===== src/rtl/rf_read_arbiter.sv =====
// Round-robin arbiter sharing the register file's two read ports between operand collectors,
// tracking in-flight reads with a tag pipeline and steering the returning valid strobes.
module rf_read_arbiter #(
    parameter int unsigned NUM_CU     = 4,
    parameter int unsigned RF_LATENCY = 2,
    parameter int unsigned WARP_ID_W  = 5,
    parameter int unsigned REG_ADDR_W = 5
) (
    input  logic                             clk,
    input  logic                             rst_n,
    input  logic [NUM_CU-1:0]                i_cu_req_valid,
    input  logic [NUM_CU*WARP_ID_W-1:0]      i_cu_warp_id,
    input  logic [NUM_CU-1:0]                i_cu_rs1_en,
    input  logic [NUM_CU*REG_ADDR_W-1:0]     i_cu_rs1_addr,
    input  logic [NUM_CU-1:0]                i_cu_rs2_en,
    input  logic [NUM_CU*REG_ADDR_W-1:0]     i_cu_rs2_addr,
    output logic [NUM_CU-1:0]                o_cu_grant,
    output logic [NUM_CU-1:0]                o_cu_rs1_valid,
    output logic [NUM_CU-1:0]                o_cu_rs2_valid,
    output logic [WARP_ID_W-1:0]             o_rf_warp_id,
    output logic                             o_rf_rs1_req,
    output logic [REG_ADDR_W-1:0]            o_rf_rs1_addr,
    output logic                             o_rf_rs2_req,
    output logic [REG_ADDR_W-1:0]            o_rf_rs2_addr,
    input  logic                             i_rf_rs1_valid,
    input  logic                             i_rf_rs2_valid,
    output logic                             o_err
);

    localparam int unsigned PTR_W = $clog2(NUM_CU);

    typedef struct packed {
        logic             valid;
        logic [PTR_W-1:0] idx;
        logic             rs1_en;
        logic             rs2_en;
    } tag_t;

    logic [PTR_W-1:0]      r_rr_ptr;
    logic [NUM_CU-1:0]     r_busy;
    tag_t                  r_tag [0:RF_LATENCY];

    logic [NUM_CU-1:0]     w_eligible;
    logic                  w_win_found;
    logic [PTR_W-1:0]      w_win_idx;
    logic [PTR_W-1:0]      w_cand;
    logic [WARP_ID_W-1:0]  w_win_warp;
    logic                  w_win_rs1_en;
    logic                  w_win_rs2_en;
    logic [REG_ADDR_W-1:0] w_win_rs1_addr;
    logic [REG_ADDR_W-1:0] w_win_rs2_addr;
    tag_t                  w_tag_out;
    logic                  w_err_event;

    function automatic logic [PTR_W-1:0] wrap_idx(input logic [PTR_W-1:0] base, input int unsigned off);
        int unsigned s;
        s = 32'(base) + off;
        if (s >= NUM_CU) s = s - NUM_CU;
        return PTR_W'(s);
    endfunction

    // A collector just granted or still waiting on its returns cannot win.
    assign w_eligible = i_cu_req_valid & ~r_busy & ~o_cu_grant;

    always_comb begin
        w_win_found = 1'b0;
        w_win_idx   = '0;
        w_cand      = '0;
        for (int unsigned k = 0; k < NUM_CU; k++) begin
            w_cand = wrap_idx(r_rr_ptr, k);
            if (!w_win_found && w_eligible[w_cand]) begin
                w_win_found = 1'b1;
                w_win_idx   = w_cand;
            end
        end
    end

    // Select the winning collector's request fields.
    always_comb begin
        w_win_warp     = '0;
        w_win_rs1_en   = 1'b0;
        w_win_rs2_en   = 1'b0;
        w_win_rs1_addr = '0;
        w_win_rs2_addr = '0;
        for (int unsigned i = 0; i < NUM_CU; i++) begin
            if (w_win_idx == PTR_W'(i)) begin
                w_win_warp     = i_cu_warp_id[i*WARP_ID_W +: WARP_ID_W];
                w_win_rs1_en   = i_cu_rs1_en[i];
                w_win_rs2_en   = i_cu_rs2_en[i];
                w_win_rs1_addr = i_cu_rs1_addr[i*REG_ADDR_W +: REG_ADDR_W];
                w_win_rs2_addr = i_cu_rs2_addr[i*REG_ADDR_W +: REG_ADDR_W];
            end
        end
    end

    assign w_tag_out = r_tag[RF_LATENCY];

    // Return strobes must line up exactly with the tag leaving the pipeline.
    assign w_err_event = (i_rf_rs1_valid != (w_tag_out.valid & w_tag_out.rs1_en)) |
                         (i_rf_rs2_valid != (w_tag_out.valid & w_tag_out.rs2_en));

    always_comb begin
        o_cu_rs1_valid = '0;
        o_cu_rs2_valid = '0;
        for (int unsigned i = 0; i < NUM_CU; i++) begin
            if (w_tag_out.valid && (w_tag_out.idx == PTR_W'(i))) begin
                o_cu_rs1_valid[i] = i_rf_rs1_valid & w_tag_out.rs1_en;
                o_cu_rs2_valid[i] = i_rf_rs2_valid & w_tag_out.rs2_en;
            end
        end
    end

    always_ff @(posedge clk or negedge rst_n) begin
        if (!rst_n) begin
            r_rr_ptr      <= '0;
            r_busy        <= '0;
            o_cu_grant    <= '0;
            o_rf_warp_id  <= '0;
            o_rf_rs1_req  <= 1'b0;
            o_rf_rs1_addr <= '0;
            o_rf_rs2_req  <= 1'b0;
            o_rf_rs2_addr <= '0;
            o_err         <= 1'b0;
            for (int unsigned k = 0; k <= RF_LATENCY; k++) r_tag[k] <= '0;
        end else begin
            o_cu_grant   <= '0;
            o_rf_rs1_req <= 1'b0;
            o_rf_rs2_req <= 1'b0;
            r_tag[0]     <= '0;
            for (int unsigned k = 1; k <= RF_LATENCY; k++) r_tag[k] <= r_tag[k-1];
            if (w_tag_out.valid) r_busy[w_tag_out.idx] <= 1'b0;
            if (w_win_found) begin
                o_cu_grant[w_win_idx] <= 1'b1;
                o_rf_warp_id          <= w_win_warp;
                o_rf_rs1_req          <= w_win_rs1_en;
                o_rf_rs1_addr         <= w_win_rs1_addr;
                o_rf_rs2_req          <= w_win_rs2_en;
                o_rf_rs2_addr         <= w_win_rs2_addr;
                r_rr_ptr              <= wrap_idx(w_win_idx, 1);
                if (w_win_rs1_en || w_win_rs2_en) begin
                    r_busy[w_win_idx] <= 1'b1;
                    r_tag[0]          <= '{valid: 1'b1, idx: w_win_idx,
                                           rs1_en: w_win_rs1_en, rs2_en: w_win_rs2_en};
                end
            end
            if (w_err_event) o_err <= 1'b1;
        end
    end

endmodule


===== config.mk =====
export PLATFORM = sky130hd
export DESIGN_NAME = rf_read_arbiter
export DESIGN_NICKNAME = d
export VERILOG_FILES = /design/src/rtl/rf_read_arbiter.sv
export SDC_FILE = /design/constraint.sdc
export NUM_CORES = 1
export LEC_CHECK = 0
export CELL_PAD_IN_SITES_DETAIL_PLACEMENT = 0
export CELL_PAD_IN_SITES_GLOBAL_PLACEMENT = 1
export CORE_UTILIZATION = 32
export CTS_CLUSTER_DIAMETER = 80
export DETAILED_ROUTE_END_ITERATION = 16
export GPL_ROUTABILITY_DRIVEN = 0
export PLACE_DENSITY_LB_ADDON = 0.1
export SYNTH_ARGS = -nofsm -noshare
export SYNTH_HDL_FRONTEND = slang
export SYNTH_SLANG_ARGS = --single-unit

===== constraint.sdc =====
create_clock -name clk -period 3.7 [get_ports clk]
set_input_delay 1.11 -clock clk [delete_from_list [all_inputs] [get_ports clk]]
set_output_delay 1.11 -clock clk [all_outputs]
set_load 0.01 [all_outputs]

## Yosys cells after proc, flatten, opt, wreduce, memory -nomap -nowiden

Index checks and enable logic that the tools add are counted.

- Register bits: 43
- Output and inout bits: 30
- Bits of input ports: 76

- Bitwise gates (word level): 12
- Reduce and logical (&&, ||, !) cells: 15
- Add/subtract/negate cells: 9
- $lt $le $gt $ge: 13
- Eq/ne operators: 8
- Mux-type cells: 61

Operators with widths:

| operator | number |
|---|---|
| $mux W5 | 14 |
| $mux W1 | 28 |
| $lt A2 B3 Y1 const B | 6 |
| $mux W2 | 9 |
| $mux W4 | 4 |
| $and A4 B4 Y4 | 3 |
| $ge A3 B3 Y1 const B | 4 |
| $not A4 Y4 | 3 |
| $sub A2 B1 Y2 const B | 5 |
| $logic_and A1 B1 Y1 | 9 |
| $bmux W1 S2 | 4 |
| $eq A2 B2 Y1 const B | 4 |
| $add A2 B1 Y3 const B | 2 |
| $add A2 B2 Y3 const B | 2 |
| $and A1 B1 Y1 | 4 |
| $demux W1 S2 | 2 |
| $eq A2 B1 Y1 const B | 2 |
| $ge A2 B1 Y1 const B | 2 |
| $logic_not A2 Y1 | 2 |
| $or A4 B4 Y4 | 1 |
| $ge A2 B3 Y1 const B | 1 |
| $logic_not A1 Y1 | 3 |
| $ne A1 B1 Y1 | 2 |
| $logic_or A1 B1 Y1 | 1 |
| $or A1 B1 Y1 | 1 |

## Longest topological paths before layout

- Depth in word-level cells: 23
- Gate-level depth with buffers: 11
- Depth with buffers taken out: 9

## Worst setup path after synthesis

OpenSTA, ideal clock, no wires.

- Kind: in2reg
- From: input i_cu_req_valid[2]
- To: register r_busy[1]
- Library setup time: 121 ps
- Cell stages on the path: 10
- Buffers on the path: 1
- Data arrival time: 3092 ps
- Data required time: 3579 ps
- Slack: 487 ps
- Cell sequence: or3b_1 or3_1 o221ai_1 inv_1 ha_1 buf_4 a211oi_1 a211o_1 a21oi_4 a22o_1

- Word-level cells in the longest chain between the ends: 22
- Elaborated cells between the ends (all ways): 45
- Classes of those cells: 2 x order compare; 3 x eq/ne; 28 x mux; 3 x bitwise; 9 x reduce/logical

RTL lines:

| what | line | text |
|---|---|---|
| start, declared | 11 | `input logic [NUM_CU-1:0] i_cu_req_valid,` |
| $and A4 B4 Y4 * (2 in series) | 63 | `assign w_eligible = i_cu_req_valid & ~r_busy & ~o_cu_grant;` |
| branches (longest 19 deep; another with $bmux W1 S2) | - |  |
| $mux W4 * | 132 | `if (w_win_found) begin` |
| end signal, assigned | 116 | `r_busy <= '0;` |
| end signal, assigned by index | 131 | `if (w_tag_out.valid) r_busy[w_tag_out.idx] <= 1'b0;` |
| end signal, assigned by index | 141 | `r_busy[w_win_idx] <= 1'b1;` |
| end, declared | 40 | `logic [NUM_CU-1:0] r_busy;` |

Every way passes the cells marked *. The select of a mux whose other input is x is not followed.
A chain may end at the register's enable or synchronous reset.

## Worst setup path in the final report

- From: input i_rf_rs2_valid
- To: output o_cu_rs2_valid[3]

- Word-level cells in the longest chain between the ends: 2

RTL lines:

| what | line | text |
|---|---|---|
| start, declared | 26 | `input logic i_rf_rs2_valid,` |
| $and A1 B1 Y1 | 108 | `o_cu_rs2_valid[i] = i_rf_rs2_valid & w_tag_out.rs2_en;` |
| $mux W1 | 106 | `if (w_tag_out.valid && (w_tag_out.idx == PTR_W'(i))) begin` |
| end, declared | 19 | `output logic [NUM_CU-1:0] o_cu_rs2_valid,` |

Every way passes these cells.

==> impl_results.md <==
- Post-Route Skew: approximately 0.0081 ns
- Largest net degree at the start of global routing: 43
- # Max-Cap Violations: 0
- Worst hold path type: register to register
- Synth Flop Type: dfrtp_1
- CP Launch Type: input port
- Antenna violations before repair: 0
- IO buf count: approximately 110
- Initial DRC count: 94
- FFs w/ async S/R, synth: 1.000
- CP max stage cell: clkdlybuf4s50_1
- Final min period: ~3.5 ns
- Root Driver: clkbuf_8
- Crit Path Max Fanout: 6
- Final Net Count: 440
- Vias in the first global route: approximately 2200
- Non-Filler Instances: around 460
- CTS tree: yes
- #FFs+latches synth: between 40 and 50
- Avg Synthesized Cell Area: between 9 and 10 um2
- Critical Path, Cell by Cell: clkdlybuf4s50_1 -> nand2_1 -> nor2_1 -> clkdlybuf4s50_1
- Tot Pwr: between 2 and 3 mW
- CP max stage delay: between 0.5 and 0.6 ns
- Max Freq: about 290 MHz
- Setup bufs post-CTS: 0
- RSZ-0062 raised after global routing: false
- Post-synth EDFFs: 0
- Die X: approximately 86 um
- GRT Total Usage: 0.1714
- Post-Layout Inst Area: between 0.003 and 0.004 mm2
- Standard-cell rows: 30
- DRC: 0
- Final WS setup: roughly 0.19 ns
- Min Hold Slack: 0.3509 ns
- Critical Setup Path Class: input port to output pin
- Worst-path clk slew: roughly 0.08 ns
- First-pass GRT wire length: just under 10000 um
- Initial Util: 0.3319
- Worst slack, placed: -0.07987 ns
- Post-place instance area: between 0.003 and 0.004 mm2
- Share of cells above drive strength 1: 0.1219
- Total die area: between 0.007 and 0.008 mm2
- Pins Over Slew Limit: 0
- Status: finished clean
- # diodes: 0
- Clock Sinks: 42
- CORE AREA: just under 0.007 mm2
- Clock Tree Buf Depth: 2
- GRT Residual Overflow: 0
- FF-to-FF setup slack: 1.06 ns
- Sum Neg Setup Slack: 0 ns
- H-tree levels: 2
- DP HPWL: between 4000 and 5000 um
- Final Core Density: 0.5245
- Register area share after synthesis: 0.4636
- TritonCTS buffer count: 5
- Crit. End Element: output pin
- Mapped Cells: 243
- Most frequent CP cell: clkdlybuf4s50_1
- CP delay by family, top: buffers and inverters
- Worst path bufs/invs: 2
- Syn. warnings: 0
- Die height: 86.17 um
- Cell variety after synth: 39
- Net Count, Synth: between 300 and 400
- Final hold vios: 0
- Power density over the cells: 781.9 mW/mm2
- Vias: ~2200
- Routed WL: around 5900 um
- Wire per inst: 12.94 um
- DRT Pass-1 Iters: 4
- Area grow syn2layout: 58.06%
- Slew margin rel.: 0.3862
- Final setup violation count: 0
- Worst VDD drop: around 0.28 mV
- Final antenna-violating net count: 0
- WP data arrival: approximately 2.4 ns
- CP required: 2.59 ns
- Mapped cell area: 0.002267 mm2
- Worst skew pair latency: 0.30 ns
- Dpl cells: around 450
- Vias/cell: ~4.7
- Final worst path period share: 0.9482
- Actual slew at the worst max-slew pin: a little over 0.9 ns
- Static Leakage: roughly 1.5 nW
- Ports: ~110
[worst register-to-register path, delay by kind of cell (launching register included)]
kind	cells	cell delay, ns
AND/OR/NAND/NOR	3	0.95
AO/OA/AOI/OAI	4	0.83
buffers and inverters	1	0.11
adder cells (fa/ha/maj)	1	0.29
flip-flops	1	0.41
[repair_timing]
item / 4_1_cts / 5_1_grt
endpoints found under the setup margin: 0 / 1
hold buffers: 0 / 0
hold endpoints to repair: 0 / 0
gates resized for setup: 0 / 1
[where the power goes]
part | internal (mW) | total, mW | switching (mW)
sequential | 0.660 | 0.780 | 0.120
combinational | 0.876 | 1.71 | 0.839
clock | 0.135 | 0.307 | 0.172
[synth_stat cells (3+ instances only)]
master    instances  share of area
nor3b_1           3         0.0099
dfrtp_1          42           0.46
inv_1            18          0.030
a22oi_1          15          0.050
nand3b_1          4          0.013
a21oi_1          29          0.064
ha_1              4          0.022
a221o_1           4          0.018
nor2b_1           7          0.019
o21ai_0          25          0.055
nor2_1           14          0.023
a22o_1            4          0.015
clkbuf_1          9          0.015
o21ai_2           3          0.012
buf_2             3         0.0066
nand2_1          29          0.048
[worst paths after layout]
kind | from | endpoint | cells past startpoint
hold / removal | r_tag[7] | r_tag[2] | 0
setup reg to reg | r_busy[2] | r_busy[1] | 9
setup / recovery | i_rf_rs2_valid | o_cu_rs2_valid[3] | 4
min in group asynchronous | rst_n | o_rf_rs2_addr[4] | 1
max in group asynchronous | rst_n | r_tag[0] | 1
hold reg to reg | r_tag[7] | r_tag[2] | 0
[cell type report]
class / count / area [um2]
repair buffers: 126 / 1204
clock buffers: 5 / 68.82
clock inverters: 3 / 23.77
fillers: 673 / 3248
flip-flops and latches: 42 / 1051
multi-input cells: 167 / 1049
well taps: 96 / 120.1
inverters: 18 / 67.56
[cells by family after synthesis]
logic type,Yosys count,synth area share
AO/OA/AOI/OAI,89,0.2500
flip-flops,42,0.4636
AND/OR/NAND/NOR,72,0.1783
adder cells (fa/ha/maj),4,0.02208
buffers and inverters,34,0.07505
multiplexers,2,0.01104
[layout by cell type, fill, tap and decap left out, types with 2 or more instances in the layout]
cell,count
clkdlybuf4s50_1,104
dfrtp_1,42
a21oi_1,29
nand2_1,29
o21ai_0,25
buf_4,21
inv_1,18
a22oi_1,15
nor2_1,14
nor2b_1,7
clkbuf_8,5
nand3b_1,4
a22o_1,4
a221o_1,4
nor3b_1,3
o21ai_2,3
ha_1,3
nor3b_2,2
or3b_2,2
o221ai_1,2
nor3_1,2
and2b_1,2
a211oi_1,2
a211o_1,2
clkinvlp_4,2
[flip-flops by register name (all words and copies together), names as in the netlist]
signal	count
o_cu_grant	4
o_err	1
o_rf_rs1_addr	5
o_rf_rs1_req	1
o_rf_rs2_addr	5
o_rf_rs2_req	1
o_rf_warp_id	5
r_busy	4
r_rr_ptr	2
r_tag	14
[per-layer routing]
| metal | global-route usage | wire, um | vias up | share of wire |
|---|---|---|---|---|
| li1 | - | - | 1091 | - |
| met1 | 0.1958 | 2419 | 993 | 0.41 |
| met2 | 0.3052 | 2940 | 76 | 0.50 |
| met3 | 0.04952 | 461 | 7 | 0.078 |
| met4 | 0.06061 | 93 | 0 | 0.016 |
| met5 | 0 | 0 | - | 0 |
Power figures use the tool's default switching activity.
